**src/rtl/muldiv_pkg.sv**
```systemverilog
// Shared constants, op encodings and FSM state type for the RV32M sequencer.
package muldiv_pkg;

    localparam int XLEN = 32;
    localparam int ITER = 32;

    localparam logic [2:0] OP_MUL    = 3'b000;
    localparam logic [2:0] OP_MULH   = 3'b001;
    localparam logic [2:0] OP_MULHSU = 3'b010;
    localparam logic [2:0] OP_MULHU  = 3'b011;
    localparam logic [2:0] OP_DIV    = 3'b100;
    localparam logic [2:0] OP_DIVU   = 3'b101;
    localparam logic [2:0] OP_REM    = 3'b110;
    localparam logic [2:0] OP_REMU   = 3'b111;

    typedef enum logic [1:0] {
        IDLE = 2'd0,
        CALC = 2'd1,
        DONE = 2'd2
    } state_e;

    function automatic logic op_a_signed(input logic [2:0] f3);
        return !(f3 == OP_MULHU || f3 == OP_DIVU || f3 == OP_REMU);
    endfunction

    function automatic logic op_b_signed(input logic [2:0] f3);
        return (f3 == OP_MUL || f3 == OP_MULH || f3 == OP_DIV || f3 == OP_REM);
    endfunction

endpackage

```
**src/rtl/muldiv_step.sv**
```systemverilog
// One combinational iteration: shift-add multiply on {hi, multiplier} or
// restoring shift-subtract divide on {remainder, quotient}.
module muldiv_step #(
    parameter int XLEN = 32
) (
    input  logic              div_i,
    input  logic [2*XLEN-1:0] acc_i,
    input  logic [XLEN-1:0]   opnd_i,
    output logic [2*XLEN-1:0] acc_o
);

    logic [XLEN:0]   sum;
    logic [XLEN:0]   rem_sh;
    logic [XLEN-1:0] rem_sub;
    logic            fits;

    always_comb begin
        sum     = {1'b0, acc_i[2*XLEN-1:XLEN]} + ({(XLEN+1){acc_i[0]}} & {1'b0, opnd_i});
        rem_sh  = acc_i[2*XLEN-1:XLEN-1];
        fits    = (rem_sh >= {1'b0, opnd_i});
        // Difference is below the divisor when it fits, so XLEN bits suffice.
        rem_sub = rem_sh[XLEN-1:0] - opnd_i;
        if (div_i) begin
            acc_o = fits ? {rem_sub, acc_i[XLEN-2:0], 1'b1} : {acc_i[2*XLEN-2:0], 1'b0};
        end else begin
            acc_o = {sum, acc_i[XLEN-1:1]};
        end
    end

endmodule

```
**src/rtl/muldiv_seq.sv**
```systemverilog
// Iterative RV32M multiply/divide sequencer for the execute stage.
// Capture in IDLE, ITER iterations in CALC, sign fix-up and result in DONE.
module muldiv_seq #(
    parameter int XLEN = 32,
    parameter int ITER = 32
) (
    input  logic            clk,
    input  logic            rst_n,
    input  logic            startE,
    input  logic [2:0]      funct3E,
    input  logic [XLEN-1:0] srcAE,
    input  logic [XLEN-1:0] srcBE,
    input  logic            killE,
    output logic            stallE,
    output logic            busyE,
    output logic            doneE,
    output logic [XLEN-1:0] resultE
);
    import muldiv_pkg::*;

    localparam int CW = $clog2(ITER);

    state_e            state_q, state_d;
    logic [CW-1:0]     cnt_q, cnt_d;
    logic [2*XLEN-1:0] acc_q, acc_d, acc_step;
    logic [XLEN-1:0]   opnd_q, opnd_d;
    logic [2:0]        op_q, op_d;
    logic              neg_q, neg_d, rneg_q, rneg_d;
    logic              div0_q, div0_d, ovf_q, ovf_d;

    logic              a_neg, b_neg;
    logic [XLEN-1:0]   a_mag, b_mag;
    logic [2*XLEN-1:0] prod;
    logic [XLEN-1:0]   quot, rem, res;

    assign a_neg = op_a_signed(funct3E) & srcAE[XLEN-1];
    assign b_neg = op_b_signed(funct3E) & srcBE[XLEN-1];
    assign a_mag = a_neg ? -srcAE : srcAE;
    assign b_mag = b_neg ? -srcBE : srcBE;

    muldiv_step #(.XLEN(XLEN)) u_step (
        .div_i  (op_q[2]),
        .acc_i  (acc_q),
        .opnd_i (opnd_q),
        .acc_o  (acc_step)
    );

    always_ff @(posedge clk or negedge rst_n) begin
        if (!rst_n) begin
            state_q <= IDLE;
            cnt_q   <= '0;
            acc_q   <= '0;
            opnd_q  <= '0;
            op_q    <= '0;
            neg_q   <= 1'b0;
            rneg_q  <= 1'b0;
            div0_q  <= 1'b0;
            ovf_q   <= 1'b0;
        end else begin
            state_q <= state_d;
            cnt_q   <= cnt_d;
            acc_q   <= acc_d;
            opnd_q  <= opnd_d;
            op_q    <= op_d;
            neg_q   <= neg_d;
            rneg_q  <= rneg_d;
            div0_q  <= div0_d;
            ovf_q   <= ovf_d;
        end
    end

    always_comb begin
        state_d = state_q;
        cnt_d   = cnt_q;
        acc_d   = acc_q;
        opnd_d  = opnd_q;
        op_d    = op_q;
        neg_d   = neg_q;
        rneg_d  = rneg_q;
        div0_d  = div0_q;
        ovf_d   = ovf_q;
        unique case (state_q)
            IDLE: begin
                if (startE && !killE) begin
                    // Multiply keeps the multiplier in the low half, divide the dividend.
                    op_d    = funct3E;
                    acc_d   = {{XLEN{1'b0}}, funct3E[2] ? a_mag : b_mag};
                    opnd_d  = funct3E[2] ? b_mag : a_mag;
                    neg_d   = a_neg ^ b_neg;
                    rneg_d  = a_neg;
                    div0_d  = (srcBE == '0);
                    ovf_d   = funct3E[2] & op_b_signed(funct3E) & (&srcBE)
                              & (srcAE == {1'b1, {(XLEN-1){1'b0}}});
                    cnt_d   = '0;
                    state_d = CALC;
                end
            end
            CALC: begin
                acc_d = acc_step;
                cnt_d = cnt_q + CW'(1);
                if (cnt_q == CW'(ITER-1)) state_d = DONE;
            end
            DONE:    state_d = IDLE;
            default: state_d = IDLE;
        endcase
        if (killE) state_d = IDLE;
    end

    // A zero divisor leaves the dividend magnitude in the remainder half naturally.
    assign prod = neg_q ? -acc_q : acc_q;
    assign quot = div0_q ? {XLEN{1'b1}} :
                  ovf_q  ? {1'b1, {(XLEN-1){1'b0}}} :
                  (neg_q ? -acc_q[XLEN-1:0] : acc_q[XLEN-1:0]);
    assign rem  = ovf_q  ? '0 :
                  (rneg_q ? -acc_q[2*XLEN-1:XLEN] : acc_q[2*XLEN-1:XLEN]);

    always_comb begin
        res = '0;
        unique case (op_q)
            OP_MUL:                       res = prod[XLEN-1:0];
            OP_MULH, OP_MULHSU, OP_MULHU: res = prod[2*XLEN-1:XLEN];
            OP_DIV, OP_DIVU:              res = quot;
            default:                      res = rem;
        endcase
    end

    assign doneE   = (state_q == DONE);
    assign busyE   = (state_q != IDLE);
    assign stallE  = startE & ~killE & (state_q != DONE);
    assign resultE = doneE ? res : '0;

endmodule
```
**config.mk**
```make
export PLATFORM = sky130hd
export DESIGN_NAME = muldiv_seq
export DESIGN_NICKNAME = d
export VERILOG_FILES = /design/src/rtl/muldiv_pkg.sv /design/src/rtl/muldiv_step.sv /design/src/rtl/muldiv_seq.sv
export SDC_FILE = /design/constraint.sdc
export NUM_CORES = 1
export LEC_CHECK = 0
export BUFFER_PORTS_ARGS = -buffer_cell sky130_fd_sc_hd__buf_2
export CORE_UTILIZATION = 40
export CTS_CLUSTER_DIAMETER = 30
export DETAILED_ROUTE_END_ITERATION = 8
export MAX_ROUTING_LAYER = met4
export SLEW_MARGIN = 5
export SYNTH_ARGS = -nofsm -noshare
export SYNTH_HDL_FRONTEND = slang
export SYNTH_SLANG_ARGS = --single-unit
```
**constraint.sdc**
```tcl
create_clock -name clk -period 3.6 [get_ports clk]
set_input_delay 0.18 -clock clk [delete_from_list [all_inputs] [get_ports clk]]
set_output_delay 0.18 -clock clk [all_outputs]
set_load 0.005 [all_outputs]
```
# Yosys cells after proc, flatten, opt, wreduce, memory -nomap -nowiden
# Index checks and enable logic that the tools add are counted.
# totals
ff_bits	110
out_inout_bits	35
# classes
addsub	8
n_lt_le_gt_ge	1
eq_ne	19
muxes	22
bitwise	10
n_reduce_logical	20
# op_table
op	count
two-way mux 32 bit	10
two-way mux 64 bit	4
negation 32 bit	4
one-hot mux 64 bit (2 select lines)	1
one-hot mux 32 bit (3 select lines)	1
negation 64 bit	1
adder 32 x 33 -> 33 bit	1
AND 33 x 32 -> 33 bit	1
greater-or-equal comparator 33 x 32 -> 1 bit	1
== test 32 bit, second input constant	1
zero test 32 bit	1
AND reduction 32 bit	1
subtractor 32 bit	1
== test 3 bit, second input constant	6
one-hot mux 5 bit (2 select lines)	1
== test 3 x 2 -> 1 bit, second input constant	3
AND 1 bit	7
== test 3 x 1 -> 1 bit, second input constant	2
zero test 3 bit	2
two-way mux 2 bit	3
!= test 3 bit, second input constant	2
AND reduction 2 bit	3
adder 5 x 1 -> 5 bit, second input constant	1
== test 5 bit, second input constant	1
14 further kinds	21

# Longest topological paths before layout
# Gate-level depths: netlist of run 1.
# logic_depth
ltp_word	9
mapped_depth	15

# Modules after synthesis
# From an unflattened synthesis of run 1, not the netlist that was laid out.
# hier_totals
hier_cells	1908
area_unflattened_um2	14312.5
# by_module_without_submodules
mod	n_inst	cells_per_inst	area_per_inst_um2	seq_area_each_um2
muldiv_seq	1	1237	9614.2	2752.6
muldiv_step	1	671	4698.3	0.0

# Worst setup path after synthesis of run 1
# No wires, ideal clock.
# synth_path
path_kind	register -> output
start	reg acc_q[32]
end	out resultE[24]
t_arrival_ps	3415
required_ps	3420
setup_slack_ps	5
path_stages_with_launch	14
cell_sequence	dfrtp_1 > inv_1 > ha_1 > nor3b_2 > nand4_1 > or4_1 > or4b_1 > clkbuf_1 > or3_1 > or3_1 > o21ai_1 > xor2_1 > o221ai_1 > and3_1
# synth_between
elab_chain_cells	5
word_cells_on_any_way	7
# synth_rtl
element	line_no	text
from (decl)	muldiv_seq.sv:25	logic [2*XLEN-1:0] acc_q, acc_d, acc_step;
from (signal assigned)	muldiv_seq.sv:52	acc_q <= '0;
from (signal assigned)	muldiv_seq.sv:62	acc_q <= acc_d;
negation 32 bit	muldiv_seq.sv:115	(rneg_q ? -acc_q[2*XLEN-1:XLEN] : acc_q[2*XLEN-1:XLEN]);
two-way mux 32 bit	muldiv_seq.sv:115	
two-way mux 32 bit	muldiv_seq.sv:114	assign rem = ovf_q ? '0 :
one-hot mux 32 bit (3 select lines) *	muldiv_seq.sv:119	unique case (op_q)
two-way mux 32 bit *	muldiv_seq.sv:130	assign resultE = doneE ? res : '0;
to (decl)	muldiv_seq.sv:17	output logic [XLEN-1:0] resultE
# Mark *: on every way between the ends. The rest lies on a longest branch, timed or not.

# Worst setup path in the final report of run 1
# layout_path
start	reg acc_q[13]
end	out resultE[23]
# layout_between
elab_chain_cells	6
word_cells_on_any_way	8
# layout_rtl
element	line_no	text
negation 32 bit	muldiv_seq.sv:113	(neg_q ? -acc_q[XLEN-1:0] : acc_q[XLEN-1:0]);
two-way mux 32 bit	muldiv_seq.sv:113	
two-way mux 32 bit	muldiv_seq.sv:112	ovf_q ? {1'b1, {(XLEN-1){1'b0}}} :
two-way mux 32 bit	muldiv_seq.sv:111	assign quot = div0_q ? {XLEN{1'b1}} :
one-hot mux 32 bit (3 select lines) *	muldiv_seq.sv:119	
two-way mux 32 bit *	muldiv_seq.sv:130	
# Marks and branches as above.

==> impl_metrics.tcl, run 1 <==
set metrics [dict create \
    cpPeakStageDelay_ns 0.53 \
    drive_gt1_frac 0.184 \
    cp.required_ns 3.42 \
    antenna_found_initial 0 \
    place_hpwl_mm 43.0 \
    holdWs_ns 0.0538 \
    dpl.cell_count 2417 \
    path_clk_slew_ns 0.09 \
    cts_buffers 9 \
    ioPinCount 106 \
    fillers 3329 \
    yosys.area.top_type "dfrtp_1" \
    crit_slowest_cell "or4_4" \
    cts_tree "done" \
    period_share 1.15 \
    ys.flop_type "dfrtp_1" \
    critPathTopFamily "simple AND/OR/NAND/NOR gates" \
    maxCapViolations 0 \
    area_growth_pct 19.3 \
    finClkSkew_ns 0.0252 \
    cts-root-buf "clkbuf_16" \
    sw_frac_of_total 0.520 \
    syn_area_per_cell_sq_um 7.28 \
    placed_cell_area_sq_mm 0.0152 \
    grt-ovfl-total 0 \
    status "finished, violations left" \
    ys_ff_latch 110 \
    rows 66 \
    place_worst_setup_slack_ns -0.0931 \
    synth.area.top_cells "dfrtp_1, xor2_1, o21ai_0" \
    synth_edf_count 0 \
    fmax_mhz 243 \
    chipHeight_um 184 \
    maxSlewViolCount 0 \
    power_leakage_nw 7.05 \
    dieArea_sq_mm 0.0340 \
    antenna_cells 0 \
    grt_max_degree 99 \
    nNetsFinal 2142 \
    track_usage 0.326 \
    clock-sinks 110 \
    tns_ns -7.96 \
    synthCells 1826 \
    antenna_left 0 \
    grt_setup_unrepaired "yes" \
    switchingPower_mw 6.34 \
    async_flop_share 1.00 \
    violations "negative setup slack" \
    path_buf_inv 1 \
    grt_first_pass_wirelength_mm 81.5 \
    drtPass1Iterations 6 \
    syn-num-nets 1970 \
    yosys_warnings 0 \
    vias_per_cell 6.04 \
    syn_area_sq_mm 0.0133 \
    wl_per_cell_um 22.1 \
    cp.arrival_ns 3.94 \
    powerDensity_mw_per_mm2 769 \
    clockBufferDepth 2 \
    cp_max_fo 6 \
    clockPowerShare 0.090 \
    fin_util 0.486 \
    crit_top_cell "or4_4" \
    p_comb_frac 0.738 \
    path_class "flip-flop to primary output" \
    route.detailed.drc 0 \
    maxSlewHeadroom 0.291 \
    grt_pass1_vias 13700 \
    worst_slack_ns -0.524 \
    stdcell_area_sq_mm 0.0159 \
    worstMarginPinSlew_ns 1.06 \
    core_area_sq_mm 0.0326 \
    crit_chain "or3_4 > or4_4 > or4_4 > or3_4 > or4_4 > o41ai_4 > xor2_1 > o221ai_1 > and3_1 > buf_2" \
    setup_viol 23 \
    gp_congestion 0.997 \
    worstSkewPairLatency_ns 0.38 \
    die_w_um 184 \
    ir_drop_v 0.000337 \
    p_int_mw 5.85 \
    drt-initial-drc-count 1454 \
    stdcell_count 2445 \
    startpoint_type "flip-flop" \
    finalHoldViolCount 0 \
    htree_num_levels 3 \
    vias 14800 \
    fin_crit_ns 4.12 \
    totalWireLength_mm 53.9 \
    min_path_type "primary input to flip-flop" \
    ys_seq_area_frac 0.207 \
    initial_core_util 0.407 \
    p_seq_frac 0.173 \
    synth_top_cell_area_share 0.207 \
    critPathCaptureType "primary output" \
    port_buffers 105 \
    power_mw 12.2 \
    synth_cell_type_count 66 \
]
-- flip-flops by register name (all words and copies together), names as in the netlist --
register,cells
ovf_q,1
div0_q,1
op_q,3
state_q,2
neg_q,1
acc_q,64
opnd_q,32
rneg_q,1
cnt_q,5
-- path summary, 6_finish.rpt --
| kind | startpoint | cells past startpoint | to | slack (ns) |
|---|---|---|---|---|
| min reg2reg | opnd_q[8] | 1 | opnd_q[8] | 0.48 |
| min | killE | 2 | state_q[1] | 0.05 |
| max | acc_q[13] | 10 | resultE[23] | -0.52 |
| max in group asynchronous | rst_n | 3 | neg_q | 2.37 |
| max reg2reg | acc_q[0] | 15 | acc_q[59] | 0.08 |
| min in group asynchronous | rst_n | 2 | acc_q[52] | 0.38 |
-- timing repair --
item	4_1_cts	5_1_grt
pin swaps	9	17
endpoints found under the setup margin	26	37
resized for setup	35	21
hold endpoints to repair	44	0
setup buffers	8	3
hold buffers	1	0
-- cells in the mapped netlist (all sizes together) (5+ instances only) --
| cell type | n |
|---|---|
| o21ai | 197 |
| nor2 | 172 |
| nand2 | 170 |
| a21oi | 161 |
| clkbuf | 116 |
| xor2 | 111 |
| dfrtp | 110 |
| xnor2 | 86 |
| ha | 71 |
| inv | 64 |
| a211oi | 53 |
| mux2i | 44 |
| and3 | 42 |
| o221ai | 37 |
| a21o | 36 |
| nor3 | 28 |
| nand3 | 27 |
| o31ai | 27 |
| nand4 | 25 |
| a22oi | 17 |
| buf | 17 |
| or3 | 17 |
| nand2b | 16 |
| nor4 | 16 |
| a31oi | 15 |
| or4 | 15 |
| o41ai | 14 |
| o211ai | 13 |
| nor2b | 11 |
| o21a | 11 |
| o21bai | 11 |
| and2 | 10 |
| nand3b | 7 |
| or2 | 7 |
| a21boi | 6 |
| a22o | 5 |
-- cells by family (layout without fill, tap and decap cells) --
| group | Yosys count | count (layout) | synth area share |
|---|---|---|---|
| compound gates | 633 | 633 | 0.299 |
| xor+xnor | 197 | 197 | 0.130 |
| fa+ha+maj | 73 | 73 | 0.0698 |
| buf+inv | 198 | 375 | 0.0563 |
| flops | 110 | 110 | 0.207 |
| mux | 45 | 45 | 0.0340 |
| simple gates | 570 | 570 | 0.204 |
-- final cells by class --
type | instances | area, sq um | area share
clock inverters | 6 | 70.1 | 0.00442
repair buffers | 294 | 1990 | 0.126
clock buffers | 10 | 239 | 0.0151
multi-input cells | 1518 | 10000 | 0.631
inverters | 65 | 244 | 0.0154
well taps | 442 | 553 | 0.0349
flip-flops and latches | 110 | 2760 | 0.174
-- cells in the final DEF (no fill, tap or decap), types with 6 or more instances in the layout --
master	instances
a22oi_1	17
nor3_1	27
or4_1	10
o21bai_1	10
inv_1	61
buf_2	104
nor4_1	16
a21boi_0	6
nor2b_1	10
xnor2_1	86
o21ai_1	7
o21ai_0	175
clkbuf_16	9
o211ai_1	13
buf_4	182
nand3b_1	7
o41ai_1	11
nand2b_1	16
ha_1	70
mux2i_1	44
nand3_1	27
xor2_1	111
dfrtp_1	108
or3_1	13
o21a_1	11
a31oi_1	15
a21o_1	36
nand4_1	25
a211oi_1	51
and2_1	10
o221ai_1	37
o21ai_2	14
nand2_1	169
a21oi_1	159
o31ai_1	25
and3_1	42
nor2_1	169
-- power by group through the flow --
stage          clock, mW  sequential [mW]  combinational (mW)
3_3_place_gp           0             2.10                8.58
4_1_cts             1.10             2.09                8.75
2_1_floorplan          0             2.01                5.54
5_1_grt             1.14             2.15                9.71
6_report            1.09             2.11                8.99
3_5_place_dp           0             2.11                8.59
-- metal layers --
layer / vias up / GRT usage / wire length [um]
met5: - / - / 0
met4: 0 / 0.118 / 2020
met3: 76 / 0.0294 / 3140
met2: 580 / 0.510 / 24400
met1: 7119 / 0.439 / 24300
li1: 6989 / - / -
Power figures use the tool's default switching activity.
==> inputs of run 2 (changes only) <==
Settings changed: PLACE_DENSITY_LB_ADDON set to 0.15.
==> impl_metrics.tcl, run 2 (synthesis gave the netlist of run 1 again) <==
set metrics [dict create \
    dieArea_sq_mm 0.0340 \
    dpl.cell_count 2408 \
    finClkSkew_ns 0.0158 \
    multi_input_area_sq_mm 0.0100 \
    cpPeakStageDelay_ns 0.54 \
    route.detailed.drc 0 \
    worstMarginPinSlew_ns 1.10 \
    antenna_left 0 \
    cts-root-buf "clkbuf_16" \
    violations "negative setup slack" \
    maxCapViolations 0 \
    critPathCaptureType "primary output" \
    powerDensity_mw_per_mm2 767 \
    crit_slowest_cell "or4_4" \
    area_growth_pct 18.6 \
    grt_first_pass_wirelength_mm 83.4 \
    ioPinCount 106 \
    holdWs_ns 0.0550 \
    clock-sinks 110 \
    vias_per_cell 6.02 \
    clockBufferDepth 2 \
    fmax_mhz 251 \
    grt_setup_unrepaired "yes" \
    layout_common_cells "o21ai_0, buf_4, nor2_1" \
    ir_drop_v 0.000354 \
    top_regs "acc_q: 64 flops, opnd_q: 32 flops, cnt_q: 5 flops" \
    stdcell_count 2435 \
    path_buf_inv 2 \
    final_common_cell "o21ai_0" \
    crit_chain "or3_4 > or4_4 > or4_4 > or3_4 > or4_4 > buf_8 > o21ai_4 > nor2_1 > a21oi_1 > o221ai_1 > and3_1 > buf_2" \
    drive_gt1_frac 0.178 \
    die_w_um 184 \
    worst_slack_ns -0.392 \
    drtPass1Iterations 8 \
    nNetsFinal 2132 \
    cp.required_ns 3.42 \
    period_share 1.11 \
    path_clk_slew_ns 0.09 \
    totalWireLength_mm 54.9 \
    antenna_cells 0 \
    cts_buffers 9 \
    htree_num_levels 3 \
    cp.arrival_ns 3.81 \
    grt_pass1_vias 13700 \
    place_hpwl_mm 43.1 \
    maxSlewViolCount 0 \
    startpoint_type "flip-flop" \
    core_area_sq_mm 0.0326 \
    drt-initial-drc-count 1256 \
    power_leakage_nw 7.00 \
    wl_per_cell_um 22.5 \
    track_usage 0.336 \
    path_class "flip-flop to primary output" \
    antenna_found_initial 0 \
    port_buffers 105 \
    gp_congestion 0.995 \
    fillers 3379 \
    critPathTopFamily "simple AND/OR/NAND/NOR gates" \
    vias 14700 \
    initial_core_util 0.407 \
    fin_crit_ns 3.99 \
    register_area_sq_mm 0.00276 \
    maxSlewHeadroom 0.269 \
    largest_register_ffs 64 \
    grt-ovfl-total 0 \
    cts_tree "done" \
    finalHoldViolCount 0 \
    status "finished, violations left" \
    grt_max_degree 99 \
    chipHeight_um 184 \
    top_register "acc_q" \
    worstSkewPairLatency_ns 0.38 \
    crit_top_cell "or4_4" \
    min_path_type "primary input to flip-flop" \
    setup_viol 22 \
    rows 66 \
    cp_max_fo 7 \
]
run 2: cell count changes in the layout (fill, tap and decap cells not counted), moves of 2 or more:
| cell | change |
|---|---|
| clkinv_2 | +2 |
| o21ai_2 | -5 |
| o21ai_4 | +3 |
| buf_4 | -10 |
run 2: what timing repair did:
action / in CTS / in global routing
pin swaps: 28 / 25
endpoints found under the setup margin: 25 / 40
buffers inserted: 4 / 6
hold buffers: 2 / 0
resized for setup: 32 / 24
hold endpoints to repair: 48 / 0
run 2: layout make-up:
cell class / count / area share
multi-input cells: 1518 / 0.635
flip-flops and latches: 110 / 0.175
inverters: 65 / 0.0155
repair buffers: 284 / 0.121
well taps: 442 / 0.0351
clock buffers: 10 / 0.0145
clock inverters: 6 / 0.00349
run 2: stage by stage:
| step | setup WS, ns | utilization | setup TNS (ns) | total power [mW] | instance area (sq um) |
|---|---|---|---|---|---|
| floorplan | 0.00468 | - | 0 | 7.54 | 13300 |
| global placement | -0.0770 | 0.465 | -0.334 | 10.6 | 15200 |
| detailed placement | -0.0841 | 0.465 | -0.498 | 10.6 | 15200 |
| CTS | -0.504 | 0.479 | -8.66 | 11.8 | 15600 |
| global route | -0.531 | 0.483 | -9.14 | 13.0 | 15800 |
| finish | -0.392 | 0.483 | -6.22 | 12.1 | 15800 |
run 2: routing by layer:
metal | vias up | wire [um] | GRT usage
li1 | 6958 | - | -
met1 | 7055 | 24800 | 0.455
met2 | 564 | 24700 | 0.520
met3 | 75 | 3510 | 0.0389
met4 | 0 | 1850 | 0.114
met5 | - | 0 | -
run 2: final timing paths:
kind	startpoint	end	slack (ns)	cells after the start
min in group asynchronous	rst_n	acc_q[52]	0.40	2
setup / recovery	acc_q[13]	resultE[25]	-0.39	12
setup reg to reg	acc_q[0]	acc_q[60]	0.13	16
hold reg to reg	opnd_q[31]	opnd_q[31]	0.49	2
max in group asynchronous	rst_n	neg_q	2.36	3
hold / removal	funct3E[1]	op_q[1]	0.06	3
run 2: power breakdown:
group,switching [mW],leakage (nW),internal (mW)
logic,5.24,5.50,3.65
registers,0.534,1.36,1.64
clock network,0.542,0.142,0.485
run 2: worst register-to-register path, cell delays in order (launching register included):
cell,delay [ns]
dfrtp_1,0.42
inv_2,0.12
buf_4,0.13
nor2_1,0.04
ha_1,0.29
o21ai_0,0.10
o21ai_0,0.32
and3_1,0.27
o21ai_1,0.14
a211oi_2,0.22
buf_4,0.15
o21bai_1,0.15
buf_4,0.18
or4_1,0.52
nor2_1,0.11
o21a_1,0.12
a211oi_1,0.04
